===== src/rtl/counter_pkg.sv =====
// counter_pkg: shared run-mode encodings for the counter_mode primitive.
package counter_pkg;
    typedef enum logic [1:0] {
        MODE_WRAP    = 2'b00,
        MODE_SAT     = 2'b01,
        MODE_ONESHOT = 2'b10
    } mode_e;
endpackage


===== src/rtl/counter_mode.sv =====
// counter_mode: up/down counter with programmable terminal value and wrap/saturate/one-shot modes.
module counter_mode
    import counter_pkg::*;
#(
    parameter int WIDTH   = 5,
    parameter int MAX_VAL = 2**WIDTH-1
) (
    input  logic             clk,
    input  logic             rst,
    input  logic             load,
    input  logic             enab,
    input  logic             up_dn,
    input  logic [1:0]       mode,
    input  logic             clr_ovf,
    input  logic [WIDTH-1:0] cnt_in,
    output logic [WIDTH-1:0] cnt_out,
    output logic             tc,
    output logic             ovf,
    output logic             done
);
    if (MAX_VAL < 1 || MAX_VAL > 2**WIDTH-1) begin : g_bad_max
        $error("counter_mode: MAX_VAL out of range 1..2**WIDTH-1");
    end

    localparam logic [WIDTH:0] MAX_W = (WIDTH+1)'(MAX_VAL);

    typedef struct packed {
        logic [WIDTH-1:0] cnt;
        logic             tc;
        logic             ovf_set;
        logic             done_set;
    } step_t;

    // One enabled step; the extra MSB keeps the down-step below zero from aliasing.
    function automatic step_t cnt_step(input logic [WIDTH-1:0] cnt, input logic up, input logic [1:0] md);
        logic [WIDTH:0] cur, bnd, nxt;
        logic at_b;
        step_t s;
        cur = {1'b0, cnt};
        bnd = up ? MAX_W : '0;
        at_b = cur == bnd;
        nxt = up ? cur + 1'b1 : cur - 1'b1;
        s.cnt = nxt[WIDTH-1:0];
        s.tc = at_b;
        s.ovf_set = at_b;
        s.done_set = 1'b0;
        if (md == MODE_ONESHOT) begin
            s.cnt = at_b ? cnt : nxt[WIDTH-1:0];
            s.tc = at_b || nxt == bnd;
            s.ovf_set = 1'b0;
            s.done_set = s.tc;
        end else if (md == MODE_SAT) begin
            s.cnt = at_b ? cnt : nxt[WIDTH-1:0];
        end else if (at_b) begin
            s.cnt = up ? '0 : MAX_W[WIDTH-1:0];
        end
        return s;
    endfunction

    step_t st;
    logic [WIDTH-1:0] ld_val;

    always_comb begin
        st = cnt_step(cnt_out, up_dn, mode);
        ld_val = {1'b0, cnt_in} > MAX_W ? MAX_W[WIDTH-1:0] : cnt_in;
    end

    always_ff @(posedge clk) begin
        if (rst) begin
            cnt_out <= '0;
            tc <= 1'b0;
            ovf <= 1'b0;
            done <= 1'b0;
        end else if (load) begin
            cnt_out <= ld_val;
            tc <= 1'b0;
            ovf <= ovf & ~clr_ovf;
            done <= 1'b0;
        end else if (enab && !done) begin
            cnt_out <= st.cnt;
            tc <= st.tc;
            ovf <= st.ovf_set | (ovf & ~clr_ovf);
            done <= st.done_set;
        end else begin
            tc <= 1'b0;
            ovf <= ovf & ~clr_ovf;
        end
    end
endmodule


===== config.mk =====
export PLATFORM = sky130hd
export DESIGN_NAME = counter_mode
export DESIGN_NICKNAME = d
export VERILOG_FILES = /design/src/rtl/counter_pkg.sv /design/src/rtl/counter_mode.sv
export SDC_FILE = /design/constraint.sdc
export NUM_CORES = 1
export LEC_CHECK = 0
export CORE_UTILIZATION = 50
export DETAILED_ROUTE_END_ITERATION = 16
export PLACE_DENSITY = 0.84
export SYNTH_ARGS = -nofsm -noshare
export SYNTH_HDL_FRONTEND = slang
export SYNTH_SLANG_ARGS = --single-unit

===== constraint.sdc =====
create_clock -name clk -period 3.5 [get_ports clk]
set_clock_uncertainty 0.05 [all_clocks]
set_input_delay 0.7 -clock clk [delete_from_list [all_inputs] [get_ports clk]]
set_output_delay 0.7 -clock clk [all_outputs]
set_load 0.005 [all_outputs]

After elaboration in Yosys (flattened, before gate mapping)
Index checks and enable logic that the tools add are counted. W data, S select, Z words.

Register bits after elaboration: 8. Bits of input ports: 13. Logic and storage cells: 32.

$add $sub $neg: 2. Eq/ne operators: 4. Mux-type cells: 12. Bitwise logic cells: 4. Reductions and logical operators: 6.

Operators with widths (number): $mux W5 (8); $add A5 B1 Y6 const B (1); $eq A6 B5 Y1 (1); $mux W6 (1); $sub A5 B1 Y6 const B (1); $eq A5 B5 Y1 (1); $mux W3 (1); $reduce_or A3 Y1 (1); $eq A2 B1 Y1 const B (1); $eq A2 B2 Y1 const B (1); $mux W1 (2); $not A1 Y1 (2); $reduce_bool A2 Y1 (1); $reduce_or A2 Y1 (1); $and A1 B1 Y1 (1); $logic_and A1 B1 Y1 (1); $logic_not A1 Y1 (1); $logic_or A1 B1 Y1 (1); $or A1 B1 Y1 (1).

Logic depth before layout (Yosys ltp)
Gate-level depths: netlist (run 1).

Depth after elaboration: 8. Mapped depth: 9.

Worst setup path before layout (run 1)
OpenSTA, ideal clock, no wires.

Path type: input-to-reg. Start: in up_dn. End: reg cnt_out[1]. Setup time: 0.128 ns. Data arrival time: 2.243 ns. Required time: 3.322 ns. Path slack: 1.079 ns. Stages: 9. Path buffers: 2. Path through: inv_1 > ha_1 > buf_2 > and3_1 > and3_1 > buf_6 > mux2_4 > o221ai_1 > o21ai_1.

Longest elaborated chain between the ends: 7.

Ends and longest elaborated chain: start, declared (line counter_mode.sv:12) `input logic up_dn,`; $mux W5 (line counter_mode.sv:40) `bnd = up ? MAX_W : '0;`; $eq A5 B5 Y1 (line counter_mode.sv:41) `at_b = cur == bnd;`; $mux W5 (on tied branches) (line counter_mode.sv:54, counter_mode.sv:48, counter_mode.sv:53); $mux W5 (line counter_mode.sv:52) `end else if (md == MODE_SAT) begin`; $mux W5 * (line counter_mode.sv:47) `if (md == MODE_ONESHOT) begin`; $mux W5 * (line counter_mode.sv:79) `end else if (enab && !done) begin`; $mux W5 * (line counter_mode.sv:74) `end else if (load) begin`; end signal, assigned (line counter_mode.sv:75) `cnt_out <= ld_val;`; end signal, assigned (line counter_mode.sv:80) `cnt_out <= st.cnt;`; end, declared (line counter_mode.sv:16) `output logic [WIDTH-1:0] cnt_out,`.

Mark *: on every way between the ends. The rest lies on a longest branch, timed or not. The select of a mux whose other input is x is not followed. A chain may end at the register's enable or synchronous reset.

Final worst setup path (run 1)
Same ends and word-level chain as after synthesis.

==> impl_metrics.json, run 1 <==
{
  "status": "complete, no violations",
  "routed-via-count": 846,
  "hold_start": "ovf",
  "synth_largest_area_cell": "dfxtp_1",
  "clkSinkCount": 8,
  "register_area_um2": 160,
  "ys_top_cells_by_area": "dfxtp_1, ha_1, a21oi_1",
  "synth_compound_area_frac": 0.317,
  "grt_setup_unrepaired": "no",
  "antenna_cells": 0,
  "synth_seq_cells": 8,
  "crit_required_ns": 3.61,
  "die_x_um": 41.9,
  "final_layout_size_suffix_gt1_frac": 0.0940,
  "fillers": 115,
  "layout.nets": 137,
  "synth_top_area_share": 0.202,
  "numCtsBuffers": 3,
  "multiInputGateArea_um2": 566,
  "worstSetupPathType": "in -> reg",
  "cts_root_buffer": "clkbuf_4",
  "crit_fanout": 9,
  "yosysWarningCount": 0,
  "ios": 21,
  "hold_viol_final": 0,
  "worstSetupEndpointType": "register",
  "critPathArrivalTime_ns": 3.04,
  "worstRegToRegCells": 6,
  "via_per_inst": 6.36,
  "cts-resized-gates": 0,
  "synth_fp_nets": 117,
  "core.rowCount": 14,
  "layout.cells.most_common": "clkdlybuf4s50_1",
  "die_h_um": 41.9,
  "rrSetupSlack_ns": 1.26,
  "path_common_cell": "and3_1",
  "placed_area_um2": 987,
  "fmax_mhz": 341,
  "cp_num_cells": 8,
  "synth_top_family_by_area": "compound AO/OA/AOI/OAI gates",
  "die-area_mm2": 0.00175,
  "cpMaxStageDelayCell": "ha_1",
  "holdBufCountCts": 0,
  "insertion_delay_ns": 0.27,
  "drv_slew": 0,
  "clk_pin_slew_ns": 0.07,
  "io_buffers": 20,
  "p_leak_nw": 0.416,
  "synthArstFlopShare": 0,
  "startpoint_type": "input pin",
  "r2r_start": "cnt_out[0]",
  "dpl.cell_count": 130,
  "route.detailed.drc": 0,
  "hold_class": "reg -> reg",
  "power_density_mw_per_mm2": 315,
  "hpwl_um": 1520,
  "finalCritPeriodShare": 0.837,
  "vdd_drop_max_mv": 0.231,
  "wl_um": 2040,
  "cts_setup_buffers": 0,
  "grt_max_degree": 14,
  "grt_pass1_vias": 715,
  "gr-usage-all-layers": 0.245,
  "netlist_area_um2": 795,
  "drt_iter0_drc": 49,
  "power_uw": 318,
  "synthFlopType": "dfxtp_1",
  "synth.mux.area_fraction": 0.0457,
  "crit_buf_inv": 2,
  "drt_first_pass_iters": 4,
  "grt_pass1_wl_um": 3240,
  "area_delta_synth_final_pct": 27.1,
  "yosysUniqueCellTypes": 45,
  "setup_viol": 0,
  "post-route-min-period_ns": 2.93,
  "hold-path-endpoint": "ovf",
  "fin_area_mm2": 0.00101,
  "synth.avg_cell_area_um2": 8.03,
  "grt-ovfl-total": 0,
  "slowest_delay_ns": 0.51,
  "stdcell_count": 133,
  "synth-xor-area-share": 0.0331,
  "worstMarginPinSlew_ns": 0.475,
  "synth_simple_gate_area_share": 0.228,
  "cts_tree": "done",
  "start_util": 0.534,
  "mostFrequentLayoutCells": "clkdlybuf4s50_1, inv_1, dfxtp_1",
  "netlist_instances": 99,
  "synth-adder-area-share": 0.0882,
  "tns_ns": 0,
  "grt_antenna_before_repair": 0,
  "hold_depth": 2,
  "path_cells": "clkdlybuf4s50_1 -> inv_1 -> ha_1 -> and3_1 -> and3_1 -> mux2_4 -> o221ai_1 -> o21ai_1",
  "maxCapViolCount": 0,
  "gp_congestion": 0.871,
  "path_delay_family": "buffers and inverters",
  "htreeDepth": 1,
  "rr_endpoint": "done",
  "yosysSeqAreaShare": 0.202,
  "core_area_mm2": 0.00149,
  "clock_path_buffers": 2,
  "synth_edf_count": 0,
  "wl_per_cell_um": 15.4,
  "drtAntennaViolNets": 0,
  "slew_headroom": 0.682
}
==> Yosys cell counts (2+ instances only) <==
master     count
and3_1         4
nor2b_1        2
a31oi_1        2
o22ai_1        2
nand2_1        3
ha_1           4
xor2_1         2
a211oi_1       2
a21o_1         3
nor3_1         3
dfxtp_1        8
nor4b_1        3
clkbuf_1       2
inv_1          9
nor2_1         5
a2111oi_2      2
nand3_1        5
o21ai_0        3
nand2b_1       2
a21oi_1        7
o31a_1         2
==> per-layer routing <==
layer / global-route usage / up-vias / routed length, µm / part of all wire
met5: 0 / - / 0 / 0
met4: 0.0774 / 0 / 29 / 0.014
met3: 0.0609 / 6 / 155 / 0.076
met2: 0.372 / 44 / 936 / 0.46
met1: 0.339 / 385 / 922 / 0.45
li1: - / 411 / - / -
==> through the flow <==
stage,util,hold slack (ns),setup WS [ns]
2_1_floorplan,-,0.430,1.08
3_3_place_gp,0.663,0.420,0.366
3_5_place_dp,0.663,0.490,0.333
4_1_cts,0.678,0.498,0.614
5_1_grt,0.678,0.546,0.449
6_report,0.678,0.485,0.571
==> state kept, by name (all words and copies together), names as in the netlist <==
| signal | cells |
|---|---|
| cnt_out | 5 |
| done | 1 |
| ovf | 1 |
| tc | 1 |
==> power breakdown <==
group	total [mW]	internal, mW	switching (mW)
combinational	0.135	0.0659	0.0689
clock	0.0780	0.0397	0.0384
sequential	0.105	0.0966	0.00879
total	0.318	0.202	0.116
==> worst min-delay path, delay by kind of cell (launching register included) <==
kind | cells | cell delay, ns
flip-flops | 1 | 0.31
AND/OR/NAND/NOR | 1 | 0.06
AO/OA/AOI/OAI | 1 | 0.12
==> cells by family after synthesis <==
family | Yosys count
flops | 8
buf+inv | 15
compound gates | 33
fa+ha+maj | 5
simple gates | 32
xor+xnor | 3
mux | 3
==> layout make-up <==
| type | instances | share of cell area |
|---|---|---|
| Inverter | 9 | 0.0335 |
| Clock buffer | 3 | 0.0223 |
| Multi-Input combinational cell | 76 | 0.560 |
| Timing Repair Buffer | 21 | 0.206 |
| Tap cell | 16 | 0.0198 |
| Sequential cell | 8 | 0.159 |
==> worst max-delay path by stage <==
stage                       to  startpoint  slack [ns]
floorplan           cnt_out[1]       up_dn        1.08
global placement    cnt_out[1]       up_dn        0.37
detailed placement  cnt_out[1]       up_dn        0.33
CTS                 cnt_out[1]       up_dn        0.61
global route        cnt_out[1]       up_dn        0.45
finish              cnt_out[1]       up_dn        0.57
Note: power is estimated with default switching activity, not from simulation.
==> run 2: changes to the inputs <==
--- a/config.mk
+++ b/config.mk
@@ -5,9 +5,9 @@
 export SDC_FILE = /design/constraint.sdc
 export NUM_CORES = 1
 export LEC_CHECK = 0
-export CORE_UTILIZATION = 50
+export CORE_UTILIZATION = 47
 export DETAILED_ROUTE_END_ITERATION = 16
-export PLACE_DENSITY = 0.84
+export PLACE_DENSITY = 0.8
 export SYNTH_ARGS = -nofsm -noshare
 export SYNTH_HDL_FRONTEND = slang
 export SYNTH_SLANG_ARGS = --single-unit
==> constraint.sdc (replaced) <==
create_clock -name clk -period 2.7 [get_ports clk]
set_clock_uncertainty 0.05 [all_clocks]
set_input_delay 0.54 -clock clk [delete_from_list [all_inputs] [get_ports clk]]
set_output_delay 0.54 -clock clk [all_outputs]
set_load 0.005 [all_outputs]
==> impl_metrics.json, run 2 (synthesized netlist as in run 1, its figures left out) <==
{
  "drt_first_pass_iters": 4,
  "worstRegToRegCells": 6,
  "slowest_delay_ns": 0.49,
  "critPathArrivalTime_ns": 2.77,
  "antenna_cells": 0,
  "power_density_mw_per_mm2": 398,
  "core_area_mm2": 0.00154,
  "fin_ws_ns": 0.0964,
  "hold_viol_final": 0,
  "drtAntennaViolNets": 0,
  "die-area_mm2": 0.00186,
  "mostFrequentLayoutCells": "clkdlybuf4s50_1, buf_4, inv_1, dfxtp_1, a21oi_1",
  "path_cells": "clkdlybuf4s50_1 -> inv_2 -> fa_2 -> a21o_1 -> a2111oi_1 -> a31oi_1 -> a32oi_1 -> a41o_1",
  "crit_required_ns": 2.87,
  "htreeDepth": 1,
  "via_per_inst": 6.26,
  "grt-ovfl-total": 0,
  "hold_depth": 2,
  "worstMarginPinSlew_ns": 0.499,
  "clk_pin_slew_ns": 0.06,
  "post-route-min-period_ns": 2.60,
  "numCtsBuffers": 3,
  "insertion_delay_ns": 0.27,
  "hold-path-endpoint": "ovf",
  "finalCritPeriodShare": 0.964,
  "top_register": "cnt_out",
  "final_layout_size_suffix_gt1_frac": 0.209,
  "hold_start": "ovf",
  "grt_pass1_wl_um": 3710,
  "wl_um": 2300,
  "ios": 21,
  "cts_tree": "done",
  "drv_slew": 0,
  "slew_headroom": 0.667,
  "crit_fanout": 8,
  "route.detailed.drc": 0,
  "vdd_drop_max_mv": 0.268,
  "grt_antenna_before_repair": 0,
  "cts_root_buffer": "clkbuf_4",
  "utilization": 0.718,
  "stdcell_count": 145,
  "routed-via-count": 907,
  "dpl.cell_count": 142,
  "cpMaxStageDelayCell": "clkdlybuf4s50_1",
  "fmax_mhz": 384,
  "worstSetupPathType": "in -> reg",
  "hold_class": "reg -> reg",
  "gr-usage-all-layers": 0.266,
  "p_leak_nw": 0.470,
  "die_x_um": 43.1,
  "gp_congestion": 0.836,
  "hpwl_um": 1730,
  "power_uw": 441,
  "wl_per_cell_um": 15.9,
  "core.rowCount": 14,
  "cts_setup_buffers": 0,
  "io_buffers": 20,
  "largest_reg_flops": 5,
  "rr_endpoint": "done",
  "clkSinkCount": 8,
  "pre_cts_ws_ns": -0.280,
  "layout.nets": 149,
  "maxCapViolCount": 0,
  "setup_viol": 0,
  "r2r_start": "cnt_out[1]",
  "grt_max_degree": 14,
  "rrSetupSlack_ns": 0.57,
  "die_h_um": 43.1,
  "drt_iter0_drc": 50,
  "area_delta_synth_final_pct": 39.4,
  "fillers": 121,
  "grt_pass1_vias": 817,
  "worstSetupEndpointType": "register",
  "start_util": 0.515,
  "startpoint_type": "input pin",
  "clock_path_buffers": 2,
  "layout.cells.most_common": "clkdlybuf4s50_1",
  "grt_setup_unrepaired": "no",
  "status": "complete, no violations"
}
==> run 2: through the flow <==
stage | TNS [ns] | hold slack, ns | cell area [µm²]
after detailed placement | -1.33 | 0.491 | 1080
after global placement | -0.736 | 0.418 | 1080
final | 0 | 0.490 | 1110
after floorplan | 0 | 0.430 | 795
after CTS | 0 | 0.501 | 1100
after global routing | 0 | 0.533 | 1110
==> run 2: layer usage <==
layer	global-route usage	routed length [µm]	vias up
li1	-	-	432
met1	0.334	1010	420
met2	0.436	1090	46
met3	0.0936	157	9
met4	0.0545	41	0
met5	0	0	-
==> run 2: worst max path at each step <==
stage / from / to / slack, ns / cells past startpoint
floorplan: up_dn / cnt_out[1] / 0.44 / 9
global placement: up_dn / cnt_out[1] / -0.18 / 8
detailed placement: up_dn / done / -0.28 / 8
CTS: up_dn / cnt_out[1] / 0.01 / 8
global route: up_dn / done / 0.008 / 9
finish: up_dn / done / 0.1 / 8
==> run 2: where the power goes <==
group | internal (mW) | switching, mW
Clock | 0.0513 | 0.0484
Sequential | 0.125 | 0.00860
Combinational | 0.109 | 0.0980
==> run 2: repair_timing <==
item,4_1_cts,5_1_grt
hold buffers,0,0
gates resized for setup,2,4
cloned,0,0
setup endpoints to repair,1,4
pin swaps,1,2
==> run 2: layout make-up <==
cell class	count	area [µm²]	share of cell area
well taps	16	20.0	0.0181
multi-input cells	76	573	0.518
flip-flops and latches	8	160	0.145
repair buffers	33	298	0.269
clock buffers	3	22.5	0.0203
inverters	9	33.8	0.0305
==> run 2: worst max-delay path: cells and delay by family <==
| kind | cells | cell delay (ns) |
|---|---|---|
| adder cells (fa/ha/maj) | 1 | 0.42 |
| AO/OA/AOI/OAI | 5 | 1.22 |
| buffers and inverters | 2 | 0.58 |
==> run 3: changes to the inputs <==
--- a/config.mk
+++ b/config.mk
@@ -5,9 +5,9 @@
 export SDC_FILE = /design/constraint.sdc
 export NUM_CORES = 1
 export LEC_CHECK = 0
-export CORE_UTILIZATION = 47
+export CORE_UTILIZATION = 50
 export DETAILED_ROUTE_END_ITERATION = 16
-export PLACE_DENSITY = 0.8
+export PLACE_DENSITY = 0.84
 export SYNTH_ARGS = -nofsm -noshare
 export SYNTH_HDL_FRONTEND = slang
 export SYNTH_SLANG_ARGS = --single-unit
==> constraint.sdc (replaced) <==
create_clock -name clk -period 3.3 [get_ports clk]
set_clock_uncertainty 0.05 [all_clocks]
set_input_delay 0.66 -clock clk [delete_from_list [all_inputs] [get_ports clk]]
set_output_delay 0.66 -clock clk [all_outputs]
set_load 0.005 [all_outputs]
==> impl_metrics.json, run 3 (synthesized netlist as in run 1, its figures left out) <==
{
  "status": "complete, no violations",
  "maxCapViolCount": 0,
  "drt_first_pass_iters": 5,
  "die-area_mm2": 0.00175,
  "layout.nets": 137,
  "insertion_delay_ns": 0.26,
  "route.detailed.drc": 0,
  "hold_slack_ns": 0.445,
  "finalCritPeriodShare": 0.892,
  "hold_viol_final": 0,
  "cts_tree": "done",
  "grt-ovfl-total": 0,
  "critPathLaunch": "up_dn",
  "via_per_inst": 6.56,
  "mostFrequentLayoutCells": "clkdlybuf4s50_1, inv_1, dfxtp_1",
  "tns_ns": 0,
  "dpl.cell_count": 130,
  "gr-usage-all-layers": 0.276,
  "grt_setup_unrepaired": "no",
  "hpwl_um": 1660,
  "placed_area_um2": 987,
  "htreeDepth": 1,
  "core_area_mm2": 0.00149,
  "gp_congestion": 0.892,
  "clk_pin_slew_ns": 0.06,
  "crit_path_end": "done",
  "worstRegToRegCells": 6,
  "grt_max_degree": 14,
  "fmax_mhz": 340,
  "largest_reg_flops": 5,
  "path_cells": "clkdlybuf4s50_1 -> inv_1 -> fa_1 -> a21o_1 -> a2111oi_0 -> a31oi_1 -> a32oi_1 -> a41o_1",
  "ios": 21,
  "worstSetupEndpointType": "register",
  "crit_fanout": 9,
  "hold_class": "reg -> reg",
  "critPathArrivalTime_ns": 3.10,
  "top_register": "cnt_out",
  "crit_required_ns": 3.45,
  "r2r_start": "cnt_out[0]",
  "vdd_drop_max_mv": 0.312,
  "numCtsBuffers": 3,
  "worstSetupPathType": "in -> reg",
  "io_buffers": 20,
  "wl_um": 2260,
  "grt_pass1_vias": 795,
  "pre_cts_ws_ns": 0.150,
  "final_layout_size_suffix_gt1_frac": 0.0940,
  "cts_root_buffer": "clkbuf_4",
  "cts-resized-gates": 0,
  "rr_endpoint": "done",
  "power_density_mw_per_mm2": 331,
  "start_util": 0.534,
  "layout.cells.most_common": "clkdlybuf4s50_1",
  "core.rowCount": 14,
  "antenna_cells": 0,
  "stdcell_count": 133,
  "die_x_um": 41.9,
  "fin_ws_ns": 0.358,
  "worstMarginPinSlew_ns": 0.514,
  "slew_headroom": 0.656,
  "fin_area_mm2": 0.00101,
  "startpoint_type": "input pin",
  "drt_iter0_drc": 34,
  "utilization": 0.678,
  "clkSinkCount": 8,
  "grt_antenna_before_repair": 0,
  "power_uw": 335,
  "grt_pass1_wl_um": 3680,
  "die_h_um": 41.9,
  "drv_slew": 0,
  "area_delta_synth_final_pct": 27.1,
  "clock_path_buffers": 2,
  "holdBufCountCts": 0,
  "slowest_delay_ns": 0.51,
  "wl_per_cell_um": 17.0,
  "drtAntennaViolNets": 0,
  "routed-via-count": 873,
  "post-route-min-period_ns": 2.94,
  "cpMaxStageDelayCell": "fa_1",
  "setup_viol": 0,
  "p_leak_nw": 0.416,
  "cts_setup_buffers": 0,
  "rrSetupSlack_ns": 0.96
}
==> run 3: layer usage <==
metal  global-route usage  up-vias  share of wire
met2                0.438       51           0.46
met4               0.0839        0          0.014
met1                0.358      407           0.44
met3               0.0826        6          0.091
met5                    0        -              0
li1                     -      409              -
==> run 3: how the worst min path moves through the flow <==
stage | start | cells after the start | slack (ns) | to
CTS | ovf | 2 | 0.45 | ovf
finish | ovf | 2 | 0.44 | ovf
global route | ovf | 2 | 0.49 | ovf
floorplan | ovf | 2 | 0.43 | ovf
detailed placement | ovf | 2 | 0.43 | ovf
global placement | ovf | 2 | 0.42 | ovf
==> run 3: area by class of cell <==
| type | instances | area [µm²] |
|---|---|---|
| tap | 16 | 20.0 |
| fill | 130 | 479 |
| multi-input combinational | 76 | 566 |
| sequential | 8 | 160 |
| inverter | 9 | 33.8 |
| clock buffer | 3 | 22.5 |
| timing repair buffer | 21 | 208 |
==> run 3: power by group <==
part | switching, mW | internal [mW]
combinational | 0.0747 | 0.0696
sequential | 0.00923 | 0.103
clock | 0.0367 | 0.0419
==> run 3: worst max-delay path, delay by kind of cell <==
family	cells	cell delay, ns
fa+ha+maj	1	0.51
buf+inv	2	0.63
compound gates	5	1.30
